[src/rtl/fadd_tree_acc_if.sv]
// Beat/result bus between the MAC array and fadd_tree_acc.
// master: drives lane data, mask, sideband and odata_ready.
// slave : fadd_tree_acc; drives in_ready, odata, odata_valid, odata_last, busy.
interface fadd_tree_acc_if #(
   parameter int unsigned DATA_BIT = 16,
   parameter int unsigned MAC_NUM  = 8
);
   logic                         in_valid;
   logic                         in_ready;
   logic [MAC_NUM-1:0]           in_mask;
   logic [DATA_BIT*MAC_NUM-1:0]  idata;
   logic                         in_last;
   logic                         in_acc;
   logic [DATA_BIT-1:0]          odata;
   logic                         odata_valid;
   logic                         odata_ready;
   logic                         odata_last;
   logic                         busy;

   modport master (
      output in_valid, in_mask, idata, in_last, in_acc, odata_ready,
      input  in_ready, odata, odata_valid, odata_last, busy
   );

   modport slave (
      input  in_valid, in_mask, idata, in_last, in_acc, odata_ready,
      output in_ready, odata, odata_valid, odata_last, busy
   );
endinterface

[src/rtl/fadd_tree_acc.sv]
// Pipelined floating-point adder tree reducing MAC_NUM lanes to one float per
// beat, with optional per-packet accumulation up to in_last.
// Ports: clk, rstn (async, active-low), bus (fadd_tree_acc_if.slave):
//   in_valid/in_ready beat handshake, in_mask lane enables, idata lanes,
//   in_last/in_acc beat sideband, odata/odata_valid/odata_ready/odata_last
//   result handshake, busy = beats in flight or packet open.
module fadd_tree_acc #(
   parameter int unsigned sig_width  = 7,
   parameter int unsigned exp_width  = 8,
   parameter int unsigned MAC_NUM    = 8,
   parameter int unsigned PIPE_EVERY = 1,
   parameter int unsigned DATA_BIT   = sig_width + exp_width + 1
) (
   input logic            clk,
   input logic            rstn,
   fadd_tree_acc_if.slave bus
);
   localparam int unsigned L  = $clog2(MAC_NUM);
   localparam int unsigned P  = 1 << L;
   localparam int unsigned NR = (L - 1) / PIPE_EVERY;
   localparam int unsigned T  = 1 + NR;
   localparam int unsigned CW = $clog2(T + 2);
   localparam int unsigned MW = sig_width + 4;

   // Round-to-nearest-even add; denormal inputs and underflowing results flush to zero.
   function automatic logic [DATA_BIT-1:0] fp_add(input logic [DATA_BIT-1:0] a,
                                                  input logic [DATA_BIT-1:0] b);
      logic [DATA_BIT-1:0]  x, y, t;
      logic [exp_width-1:0] ex, ey;
      logic [MW-1:0]        mx, my;
      logic [MW:0]          s;
      logic [sig_width+1:0] mr;
      logic                 rnd;
      int unsigned          d;
      int                   e;
      x = (a[DATA_BIT-2 -: exp_width] == '0) ? {a[DATA_BIT-1], {(DATA_BIT-1){1'b0}}} : a;
      y = (b[DATA_BIT-2 -: exp_width] == '0) ? {b[DATA_BIT-1], {(DATA_BIT-1){1'b0}}} : b;
      if (x[DATA_BIT-2:0] < y[DATA_BIT-2:0]) begin
         t = x;
         x = y;
         y = t;
      end
      ex = x[DATA_BIT-2 -: exp_width];
      ey = y[DATA_BIT-2 -: exp_width];
      if (ey == '0) return (ex == '0) ? '0 : x;
      // hidden bit, fraction, then guard/round/sticky positions
      mx = {1'b1, x[sig_width-1:0], 3'b000};
      my = {1'b1, y[sig_width-1:0], 3'b000};
      d  = 32'(ex) - 32'(ey);
      // align: bit 0 collects everything shifted past it as sticky
      for (int unsigned i = 0; i < MW; i++)
         if (i < d) my = {1'b0, my[MW-1:1]} | {{(MW-1){1'b0}}, my[0]};
      s = (x[DATA_BIT-1] == y[DATA_BIT-1]) ? ({1'b0, mx} + {1'b0, my})
                                           : ({1'b0, mx} - {1'b0, my});
      if (s == '0) return '0;
      e = 32'(ex);
      if (s[MW]) begin
         s = {1'b0, s[MW:1]} | {{MW{1'b0}}, s[0]};
         e = e + 1;
      end else begin
         for (int unsigned i = 0; i < MW; i++)
            if (!s[MW-1]) begin
               s = {s[MW-1:0], 1'b0};
               e = e - 1;
            end
      end
      rnd = s[2] && (s[1] || s[0] || s[3]);
      mr  = {1'b0, s[MW-1:3]} + (sig_width+2)'(rnd);
      if (mr[sig_width+1]) e = e + 1;
      if (e <= 0) return {x[DATA_BIT-1], {(DATA_BIT-1){1'b0}}};
      if (e >= (1 << exp_width) - 1) return {x[DATA_BIT-1], {exp_width{1'b1}}, {sig_width{1'b0}}};
      return {x[DATA_BIT-1], exp_width'(e), mr[sig_width-1:0]};
   endfunction

   logic [DATA_BIT-1:0] st_q [NR+1][P];
   logic [DATA_BIT-1:0] st_d [NR+1][P];
   logic [NR:0]         vld_q, vld_d, lst_q, lst_d, amd_q, amd_d;
   logic [DATA_BIT-1:0] odata_q, odata_d, accum_q, accum_d;
   logic                odata_valid_q, odata_valid_d, odata_last_q, odata_last_d;
   logic                open_q, open_d, busy_q, busy_d;
   logic [CW-1:0]       cnt_q, cnt_d;
   logic [DATA_BIT-1:0] cur [P];
   logic [DATA_BIT-1:0] tree_r, acc_sum;
   logic                en_c, inc_c, dec_c;

   // Global stall: everything advances only when the output slot is free.
   assign en_c         = !odata_valid_q || bus.odata_ready;
   assign bus.in_ready = en_c;

   // Tree levels, stage registers, output/accumulator stage and in-flight count.
   always_comb begin
      st_d          = st_q;
      vld_d         = vld_q;
      lst_d         = lst_q;
      amd_d         = amd_q;
      odata_d       = odata_q;
      odata_valid_d = odata_valid_q;
      odata_last_d  = odata_last_q;
      accum_d       = accum_q;
      open_d        = open_q;
      inc_c         = bus.in_valid && en_c;
      dec_c         = en_c && vld_q[NR];

      // Reduce in place; at a stage boundary capture the partials and
      // continue from the registered copy.
      cur = st_q[0];
      for (int unsigned lv = 0; lv < L; lv++) begin
         for (int unsigned j = 0; j < P / 2; j++)
            if (j < (P >> (lv + 1))) cur[j] = fp_add(cur[2*j], cur[2*j+1]);
         if ((lv + 1 < L) && ((lv + 1) % PIPE_EVERY == 0)) begin
            if (en_c) st_d[(lv + 1) / PIPE_EVERY] = cur;
            cur = st_q[(lv + 1) / PIPE_EVERY];
         end
      end
      tree_r  = cur[0];
      acc_sum = fp_add(accum_q, tree_r);

      if (en_c) begin
         // Stage 0: masked lanes and the zero padding up to P.
         for (int unsigned k = 0; k < P; k++) st_d[0][k] = '0;
         for (int unsigned k = 0; k < MAC_NUM; k++)
            if (bus.in_mask[k]) st_d[0][k] = bus.idata[k*DATA_BIT +: DATA_BIT];
         vld_d[0] = bus.in_valid;
         lst_d[0] = bus.in_last;
         amd_d[0] = bus.in_acc;
         for (int unsigned s = 1; s <= NR; s++) begin
            vld_d[s] = vld_q[s-1];
            lst_d[s] = lst_q[s-1];
            amd_d[s] = amd_q[s-1];
         end

         odata_valid_d = 1'b0;
         odata_last_d  = 1'b0;
         if (vld_q[NR]) begin
            if (!amd_q[NR]) begin
               odata_d       = tree_r;
               odata_valid_d = 1'b1;
               odata_last_d  = lst_q[NR];
            end else if (!lst_q[NR]) begin
               accum_d = acc_sum;
               open_d  = 1'b1;
            end else begin
               odata_d       = acc_sum;
               odata_valid_d = 1'b1;
               odata_last_d  = 1'b1;
               accum_d       = '0;
               open_d        = 1'b0;
            end
         end
      end

      cnt_d  = cnt_q + CW'(inc_c) - CW'(dec_c);
      busy_d = (cnt_d != '0) || open_d;
   end

   always_ff @(posedge clk or negedge rstn) begin
      if (!rstn) begin
         vld_q         <= '0;
         lst_q         <= '0;
         amd_q         <= '0;
         odata_q       <= '0;
         odata_valid_q <= 1'b0;
         odata_last_q  <= 1'b0;
         accum_q       <= '0;
         open_q        <= 1'b0;
         cnt_q         <= '0;
         busy_q        <= 1'b0;
      end else begin
         vld_q         <= vld_d;
         lst_q         <= lst_d;
         amd_q         <= amd_d;
         odata_q       <= odata_d;
         odata_valid_q <= odata_valid_d;
         odata_last_q  <= odata_last_d;
         accum_q       <= accum_d;
         open_q        <= open_d;
         cnt_q         <= cnt_d;
         busy_q        <= busy_d;
      end
   end

   // Datapath stages need no reset; their valid bits qualify them.
   always_ff @(posedge clk) begin
      st_q <= st_d;
   end

   assign bus.odata       = odata_q;
   assign bus.odata_valid = odata_valid_q;
   assign bus.odata_last  = odata_last_q;
   assign bus.busy        = busy_q;
endmodule

[src/flat_wrapper.sv]
// flat-port wrapper written by rule: the top's interface ports become plain ports
module fadd_tree_acc_flat 
#(
   parameter int unsigned sig_width  = 7,
   parameter int unsigned exp_width  = 8,
   parameter int unsigned MAC_NUM    = 8,
   parameter int unsigned PIPE_EVERY = 1,
   parameter int unsigned DATA_BIT   = sig_width + exp_width + 1
)
  (clk, rstn, bus_in_valid, bus_in_mask, bus_idata, bus_in_last, bus_in_acc, bus_odata_ready, bus_in_ready, bus_odata, bus_odata_valid, bus_odata_last, bus_busy);
  fadd_tree_acc_if #(.DATA_BIT(DATA_BIT), .MAC_NUM(MAC_NUM)) bus_i ();
  input logic clk;
  input logic rstn;
  input wire logic [$bits(bus_i.in_valid)-1:0] bus_in_valid;
  input wire logic [$bits(bus_i.in_mask)-1:0] bus_in_mask;
  input wire logic [$bits(bus_i.idata)-1:0] bus_idata;
  input wire logic [$bits(bus_i.in_last)-1:0] bus_in_last;
  input wire logic [$bits(bus_i.in_acc)-1:0] bus_in_acc;
  input wire logic [$bits(bus_i.odata_ready)-1:0] bus_odata_ready;
  output wire logic [$bits(bus_i.in_ready)-1:0] bus_in_ready;
  output wire logic [$bits(bus_i.odata)-1:0] bus_odata;
  output wire logic [$bits(bus_i.odata_valid)-1:0] bus_odata_valid;
  output wire logic [$bits(bus_i.odata_last)-1:0] bus_odata_last;
  output wire logic [$bits(bus_i.busy)-1:0] bus_busy;
  assign bus_i.in_valid = bus_in_valid;
  assign bus_i.in_mask = bus_in_mask;
  assign bus_i.idata = bus_idata;
  assign bus_i.in_last = bus_in_last;
  assign bus_i.in_acc = bus_in_acc;
  assign bus_i.odata_ready = bus_odata_ready;
  assign bus_in_ready = bus_i.in_ready;
  assign bus_odata = bus_i.odata;
  assign bus_odata_valid = bus_i.odata_valid;
  assign bus_odata_last = bus_i.odata_last;
  assign bus_busy = bus_i.busy;
  fadd_tree_acc #(.sig_width(sig_width), .exp_width(exp_width), .MAC_NUM(MAC_NUM), .PIPE_EVERY(PIPE_EVERY), .DATA_BIT(DATA_BIT)) u_core (.clk(clk), .rstn(rstn), .bus(bus_i));
endmodule
[config.mk]
export PLATFORM = sky130hd
export DESIGN_NAME = fadd_tree_acc_flat
export DESIGN_NICKNAME = d
export VERILOG_FILES = /design/src/rtl/fadd_tree_acc_if.sv /design/src/rtl/fadd_tree_acc.sv /design/src/flat_wrapper.sv
export SDC_FILE = /design/constraint.sdc
export NUM_CORES = 2
export LEC_CHECK = 0
export ABC_AREA = 0
export BUFFER_PORTS_ARGS = -buffer_cell sky130_fd_sc_hd__buf_2
export CORE_MARGIN = 2
export CORE_UTILIZATION = 35
export CTS_BUF_LIST = sky130_fd_sc_hd__clkbuf_8
export CTS_CLUSTER_DIAMETER = 50
export DETAILED_ROUTE_END_ITERATION = 12
export GPL_ROUTABILITY_DRIVEN = 1
export PLACE_DENSITY_LB_ADDON = 0.08
export SLEW_MARGIN = 20
export SYNTH_ARGS = -nofsm -noshare
export SYNTH_HDL_FRONTEND = slang
export SYNTH_SLANG_ARGS = --single-unit
[constraint.sdc]
create_clock -name clk -period 31.2 [get_ports clk]
set_input_delay 3.12 -clock clk [delete_from_list [all_inputs] [get_ports clk]]
set_output_delay 3.12 -clock clk [all_outputs]
set_load 0.02 [all_outputs]
==> Yosys cells after proc, flatten, opt, wreduce, memory -nomap -nowiden <==
Index checks and enable logic that the tools add are counted.
{ "word_totals": {"wordCells": 1551, "input_bits": 142, "output_inout_bits": 20, "reg_bits": 272} }
{ "op_classes": {"n_lt_le_gt_ge": 112, "addsub": 138, "eq_ne": 9, "bitwise": 88, "mux": 1108, "reduce_logical": 72} }
{ "ops": {"columns": ["operator", "count"], "rows": [
  ["2-to-1 mux 32 bit", 376],
  ["2-to-1 mux 11 bit", 528],
  ["subtractor 32 x 2 -> 32 bit, second input constant", 80],
  ["2-to-1 mux 16 bit", 91],
  ["less-than comparator 3 x 32 -> 1 bit, first input constant", 32],
  ["bitwise OR 10 x 1 -> 10 bit", 80],
  ["less-than comparator 4 x 32 -> 1 bit, first input constant", 24],
  ["less-than comparator 1 x 32 -> 1 bit, first input constant", 16],
  ["less-than comparator 2 x 32 -> 1 bit, first input constant", 16],
  ["adder 32 x 2 -> 32 bit, second input constant", 8],
  [">= comparator 32 x 9 -> 1 bit, second input constant", 8],
  ["less-or-equal comparator 32 x 1 -> 1 bit, second input constant", 8],
  ["zero test 8 bit", 32],
  ["2-to-1 mux 15 bit", 16],
  ["less-than comparator 15 bit", 8],
  ["adder 11 x 11 -> 12 bit", 8],
  ["zero test 12 bit", 8],
  ["2-to-1 mux 12 bit", 8],
  ["subtractor 11 x 11 -> 12 bit", 8],
  ["2-to-1 mux 1 bit", 89],
  ["bitwise OR 11 x 1 -> 11 bit", 8],
  ["adder 8 x 1 -> 9 bit", 8],
  ["adder 8 x 1 -> 9 bit, second input constant", 8],
  ["subtractor 8 x 1 -> 9 bit, second input constant", 8],
  ["other kinds (10)", 51]
]} }

==> Logic depth before layout (Yosys ltp) <==
{ "depth": {"word_depth": 222, "mapped_depth": 181, "ltp_nobuf": 171} }

==> Least setup slack after synthesis <==
Ideal clock, no wire load.
{ "synth_timing": {"path_kind": "register to register", "from": "reg u_core.st_q (netlist bit u_core.cur[104])", "to": "reg u_core.odata_q[1], in the netlist u_core.bus.odata[1]", "slack_ns": -3.122, "synth_period_minus_slack_ns": 34.322, "stages_incl_launch_ff": 165, "arrival_time_ns": 34.218, "path_buffers": 12, "setup_ns": 0.104, "t_required_ns": 31.096, "path_cell_list": "edfxtp_1 or4_1 or2_2 clkbuf_1 nand2_1 ha_1 nand4_1 o21ai_0 o31a_1 nor3_1 clkbuf_1 clkbuf_1 a21oi_1 ha_1 inv_1 o41ai_1 nand3_1 nand4_1 [129 not listed] xor2_2 o211ai_2 nor3_1 a21oi_1 or3_1 xnor2_2 xnor2_1 and2_1 mux2i_1 o31a_1 o31a_1 or3_1 mux2_2 o21ai_4 and4bb_1 buf_4 a22oi_2 a221oi_1"} }
{ "synth_between": {"elab_chain_len": 216, "elab_cells_between_ends": 374, "cone_classes": "add/sub (34); order compare (28); eq/ne (2); mux (274); bitwise (22); reduce/logical (14)"} }
{ "synth_lines": {"columns": ["element", "line", "source"], "rows": [
  ["start, declared", "fadd_tree_acc.sv:75", "logic [DATA_BIT-1:0] st_q [NR+1][P];"],
  ["start signal, assigned", "fadd_tree_acc.sv:184", "st_q <= st_d;"],
  ["zero test 8 bit", "fadd_tree_acc.sv:37", "y = (b[DATA_BIT-2 -: exp_width] == '0) ? {b[DATA_BIT-1], {(DATA_BIT-1){1'b0}}} : b;"],
  ["2-to-1 mux 15 bit (*)", "fadd_tree_acc.sv:37", null],
  ["less-than comparator 15 bit", "fadd_tree_acc.sv:38", "if (x[DATA_BIT-2:0] < y[DATA_BIT-2:0]) begin"],
  ["2-to-1 mux 16 bit", "fadd_tree_acc.sv:38", null],
  ["subtractor 8 x 8 -> 9 bit", "fadd_tree_acc.sv:49", "d = 32'(ex) - 32'(ey);"],
  ["less-than comparator 1 x 32 -> 1 bit", "fadd_tree_acc.sv:52", "if (i < d) my = {1'b0, my[MW-1:1]} | {{(MW-1){1'b0}}, my[0]};"],
  ["2-to-1 mux 11 bit", "fadd_tree_acc.sv:52", null],
  ["2-to-1 mux 11 bit", "fadd_tree_acc.sv:47", "mx = {1'b1, x[sig_width-1:0], 3'b000};"],
  ["[200 not listed]", null, null],
  ["2-to-1 mux 1 bit", "fadd_tree_acc.sv:56", "e = 32'(ex);"],
  ["2-to-1 mux 1 bit", "fadd_tree_acc.sv:47", null],
  ["2-to-1 mux 16 bit", "fadd_tree_acc.sv:72", "return {x[DATA_BIT-1], exp_width'(e), mr[sig_width-1:0]};"],
  ["2-to-1 mux 16 bit", "fadd_tree_acc.sv:71", "if (e >= (1 << exp_width) - 1) return {x[DATA_BIT-1], {exp_width{1'b1}}, {sig_width{1'b0}}};"],
  ["2-to-1 mux 16 bit", "fadd_tree_acc.sv:56", null],
  ["2-to-1 mux 16 bit", "fadd_tree_acc.sv:47", null],
  ["2-to-1 mux 16 bit", "fadd_tree_acc.sv:139", "end else if (!lst_q[NR]) begin"],
  ["2-to-1 mux 16 bit (*)", "fadd_tree_acc.sv:135", "if (!amd_q[NR]) begin"],
  ["end signal, assigned", "fadd_tree_acc.sv:172", "odata_q <= odata_d;"],
  ["end, declared", "fadd_tree_acc.sv:78", "logic [DATA_BIT-1:0] odata_q, odata_d, accum_q, accum_d;"]
]} }
Every way passes the cells marked *; elsewhere a longest branch is shown, timed or not. The select of a mux whose other input is x is not followed.
A chain may end at the register's enable or synchronous reset.

==> Worst setup path in the final report <==
Ends and elaborated chain as after synthesis.

==> summary.md <==
| Metric | Value |
|---|---|
| Vias per inst | `between 5 and 6` |
| Flop2flop setup slack | `approximately 0.79 ns` |
| Clock Latency Late Sink | `~0.84 ns` |
| Pin slew with the least headroom to its limit | `1.15 ns` |
| Crit share post-route | `97.5%` |
| GRT Total Usage | `24.0%` |
| RSZ-0062 raised after global routing | `true` |
| Netlist cell types | `approximately 150` |
| Initial detailed-routing violation count | `about 7000` |
| Reg2reg start | `u_core.cur[104]$_DFFE_PN_` |
| CTS H-tree lvls | `2` |
| Mapped cell area | `around 89000 um2` |
| Worst Reg2Reg Path Length in Cells | `156` |
| Initial DRT Pass Iterations | `6` |
| Final Hold Vio Count | `0` |
| Layout cells sized above 1 | `between 10% and 20%` |
| Detailed Route WL | `between 300000 and 400000 um` |
| Net Count, Synth | `around 14000` |
| Final Wtd Congestion | `0.910` |
| # fillers | `27000` |
| Total CTS buffers | `57` |
| Worst R2R End | `u_core.bus.odata[1]$_DFFE_PN0P_` |
| Yosys reg bits | `272` |
| Sequential element share of the synthesized area | `under 10%` |
| Global-route met1 utilization | `approximately 34%` |
| Fin util | `42.1%` |
| Gate Count Post-Synth | `roughly 13000` |
| Pre-CTS setup slack | `-0.715 ns` |
| Synth-to-layout area growth | `19.7%` |
| Vias in the first global route | `93700` |
| Max incr delay on CP | `between 0.5 and 0.6 ns` |
| Die width | `~510 um` |
| Placement Cell Area | `between 100000 and 150000 um2` |
| Clk sinks | `around 270` |
| Worst path most repeated cell | `a21oi_2` |
| CP max-delay cell | `or4b_4` |
| Commonest cells after routing, fill and taps aside | `nand2_1, nor2_1, buf_4, xnor2_1, a21oi_1` |
| Max Cap Viol | `0` |
| Largest net degree at the start of global routing | `between 70 and 80` |
| Synth warn | `0` |
| Core ar. | `254000 um2` |
| Slew Viols, Final | `0` |
| CTS clk-pin slew, worst paths | `around 0.060 ns` |
| Most used routing layer | `met2` |
| WS Path Type | `flop to flop` |
| CP Launch Type | `flop` |
| Met3 global-route usage | `between 1.5 and 2%` |
| Avg Inst Size Synth | `~6.7 um2` |
| DIE AREA | `around 260000 um2` |
| Std-Cell Rows | `between 150 and 200` |
| Worst slew margin | `between 20% and 30%` |
| Main flop type after synthesis | `edfxtp_1` |
| Crit path to | `u_core.bus.odata[1]$_DFFE_PN0P_` |
| Non-Filler Instances | `between 15000 and 20000` |
| Final setup viols | `0` |
| Number of antenna violations at the first check in global routing | `7` |
| Root Buffer | `clkbuf_8` |
| CP endpoint kind | `flop` |
| GRT overflow | `0` |
| GR Layer Usage met2 | `between 30% and 40%` |
| Worst Skew | `0.116 ns` |
| Crit-path max FO | `7` |
| Final Worst Setup Slack | `a little under 0.8 ns` |
| Routed vias | `approximately 100k` |
| Per-cell routed wire length | `between 15 and 20 um` |
| PortBufs | `161` |
| Initial Utilization | `between 30% and 40%` |
| Post-synth EDFFs | `224` |
| First-pass GRT wire length | `515000 um` |
| Antenna Nets Post-Route | `0` |
| CTS tree | `yes` |
| Post-CTS Hold Fix Bufs | `0` |
| Die Y | `approximately 500 um` |
| Status | `finished clean` |
| Layout net count | `around 15000` |
| Async set-reset flop share out of synthesis | `roughly 18%` |
| Post-route cell area | `~110000 um2` |
| Fmax | `roughly 33 MHz` |
| IO Pins | `~160` |
| Worst Path Required | `31.83 ns` |
| DPL Wire Length | `276000 um` |
| Clk buf depth | `3` |
| Critical Path AT | `about 31 ns` |
| Commonest non-fill, non-tap cell in the layout | `nand2_1` |
| DRC Markers | `0` |
| Placed Cells | `roughly 18000` |
| Worst hold path type | `flop to flop` |
| Worst setup startpoint | `u_core.cur[104]$_DFFE_PN_` |
| Tmin final | `30.41 ns` |
[cell usage after synthesis (all sizes together), types with 48 or more instances]
cell type,number,share of area (%)
xnor2,1177,12
and2,361,2.5
nand3b,62,0.52
o22ai,89,0.64
a21boi,54,0.45
nor4,228,1.7
nor2b,120,0.84
o21ai,735,4.1
and4,49,0.48
nand3,540,3.1
a211oi,120,1.1
inv,531,2.2
and3,214,1.5
xor2,666,6.6
nand2b,193,1.4
buf,60,0.33
a21oi,811,4.6
nor3b,93,0.80
dfrtp,48,1.3
o21bai,79,0.66
a21o,117,0.98
mux2i,154,1.7
or2,129,0.90
mux2,102,1.3
nand4,253,1.8
a31oi,182,1.3
nor2,1488,6.3
clkbuf,435,1.8
nand2,1598,6.7
edfxtp,224,7.5
nor3,546,3.2
or4,73,0.63
o211ai,99,0.85
o21a,128,1.1
o31ai,97,0.84
or3,198,1.4
ha,427,6.0
[what timing repair did]
action / 4_1_cts / 5_1_grt
pin swaps: 31 / 188
buffers inserted: 21 / 68
endpoints found under the setup margin: 30 / 30
resized for setup: 59 / 331
[stage by stage]
step	hold slack, ns	TNS [ns]
2_1_floorplan	0.434	0
3_3_place_gp	0.452	-0.859
3_5_place_dp	0.462	-17.83
4_1_cts	0.470	0
5_1_grt	0.495	-20.73
6_report	0.465	0
[sequential cells by signal (all words and copies together) (netlist names)]
register,cells
u_core.amd_q,3
u_core.cnt_q,3
u_core.bus.odata_valid,1
u_core.open_q,1
u_core.vld_q,3
u_core.bus.odata_last,1
u_core.lst_q,3
u_core.bus.odata,16
u_core.accum_q,16
u_core.cur,16
u_core.bus.busy,1
u_core.st_q,208
[worst max-delay path, delay by kind of cell (launching register included)]
family | cells | cell delay, ns
AOI/OAI and AO/OA | 64 | 11.23
and+or+nand+nor | 47 | 9.85
adders and majority gates | 16 | 4.32
buffers and inverters | 14 | 1.62
muxes | 8 | 1.48
xor gates and xnor gates | 7 | 1.34
DFF | 1 | 0.40
[cell families (layout without fill, tap and decap cells)]
group / count (synthesis) / after routing / synth area share [%]
xor gates and xnor gates: 1851 / 1851 / 18.5
adders and majority gates: 441 / 441 / 6.24
AOI/OAI and AO/OA: 3150 / 3150 / 23.3
DFF: 272 / 272 / 8.88
muxes: 260 / 260 / 3.13
buffers and inverters: 1036 / 2229 / 4.44
and+or+nand+nor: 6314 / 6314 / 35.5
other: 0 / 4 / 0
[layout make-up]
type / count / area, um2 / share of cell area [%]
multi-input cells: 12000 / 80000 / 74.8
diodes: 4 / 10.0 / 0.00936
clock buffers: 59 / 812 / 0.760
inverters: 541 / 2040 / 1.90
clock inverters: 47 / 338 / 0.316
repair buffers: 1582 / 11600 / 10.8
well taps: 3366 / 4210 / 3.94
flip-flops and latches: 272 / 7930 / 7.42
[metal layers]
layer / routed length (um) / part of all wire [%]
met1: 159000 / 48
met2: 150000 / 46
met3: 14300 / 4.4
met4: 5210 / 1.6
met5: 13 / 0.0040
[worst min-delay path by stage]
stage	start	end	slack, ns	depth (start not counted)
after global placement	u_core.cnt_q[2]$_DFF_PN0_	u_core.cnt_q[2]$_DFF_PN0_	0.45	1
after CTS	u_core.cnt_q[2]$_DFF_PN0_	u_core.cnt_q[2]$_DFF_PN0_	0.47	1
final	u_core.cnt_q[2]$_DFF_PN0_	u_core.cnt_q[2]$_DFF_PN0_	0.47	1
after global routing	u_core.cnt_q[2]$_DFF_PN0_	u_core.cnt_q[2]$_DFF_PN0_	0.50	1
after floorplan	u_core.open_q$_DFF_PN0_	u_core.open_q$_DFF_PN0_	0.43	2
after detailed placement	u_core.cnt_q[2]$_DFF_PN0_	u_core.cnt_q[2]$_DFF_PN0_	0.46	1
Power is not shown: default switching activity piles up to over one toggle a cycle in this logic, so the estimate is an artifact.
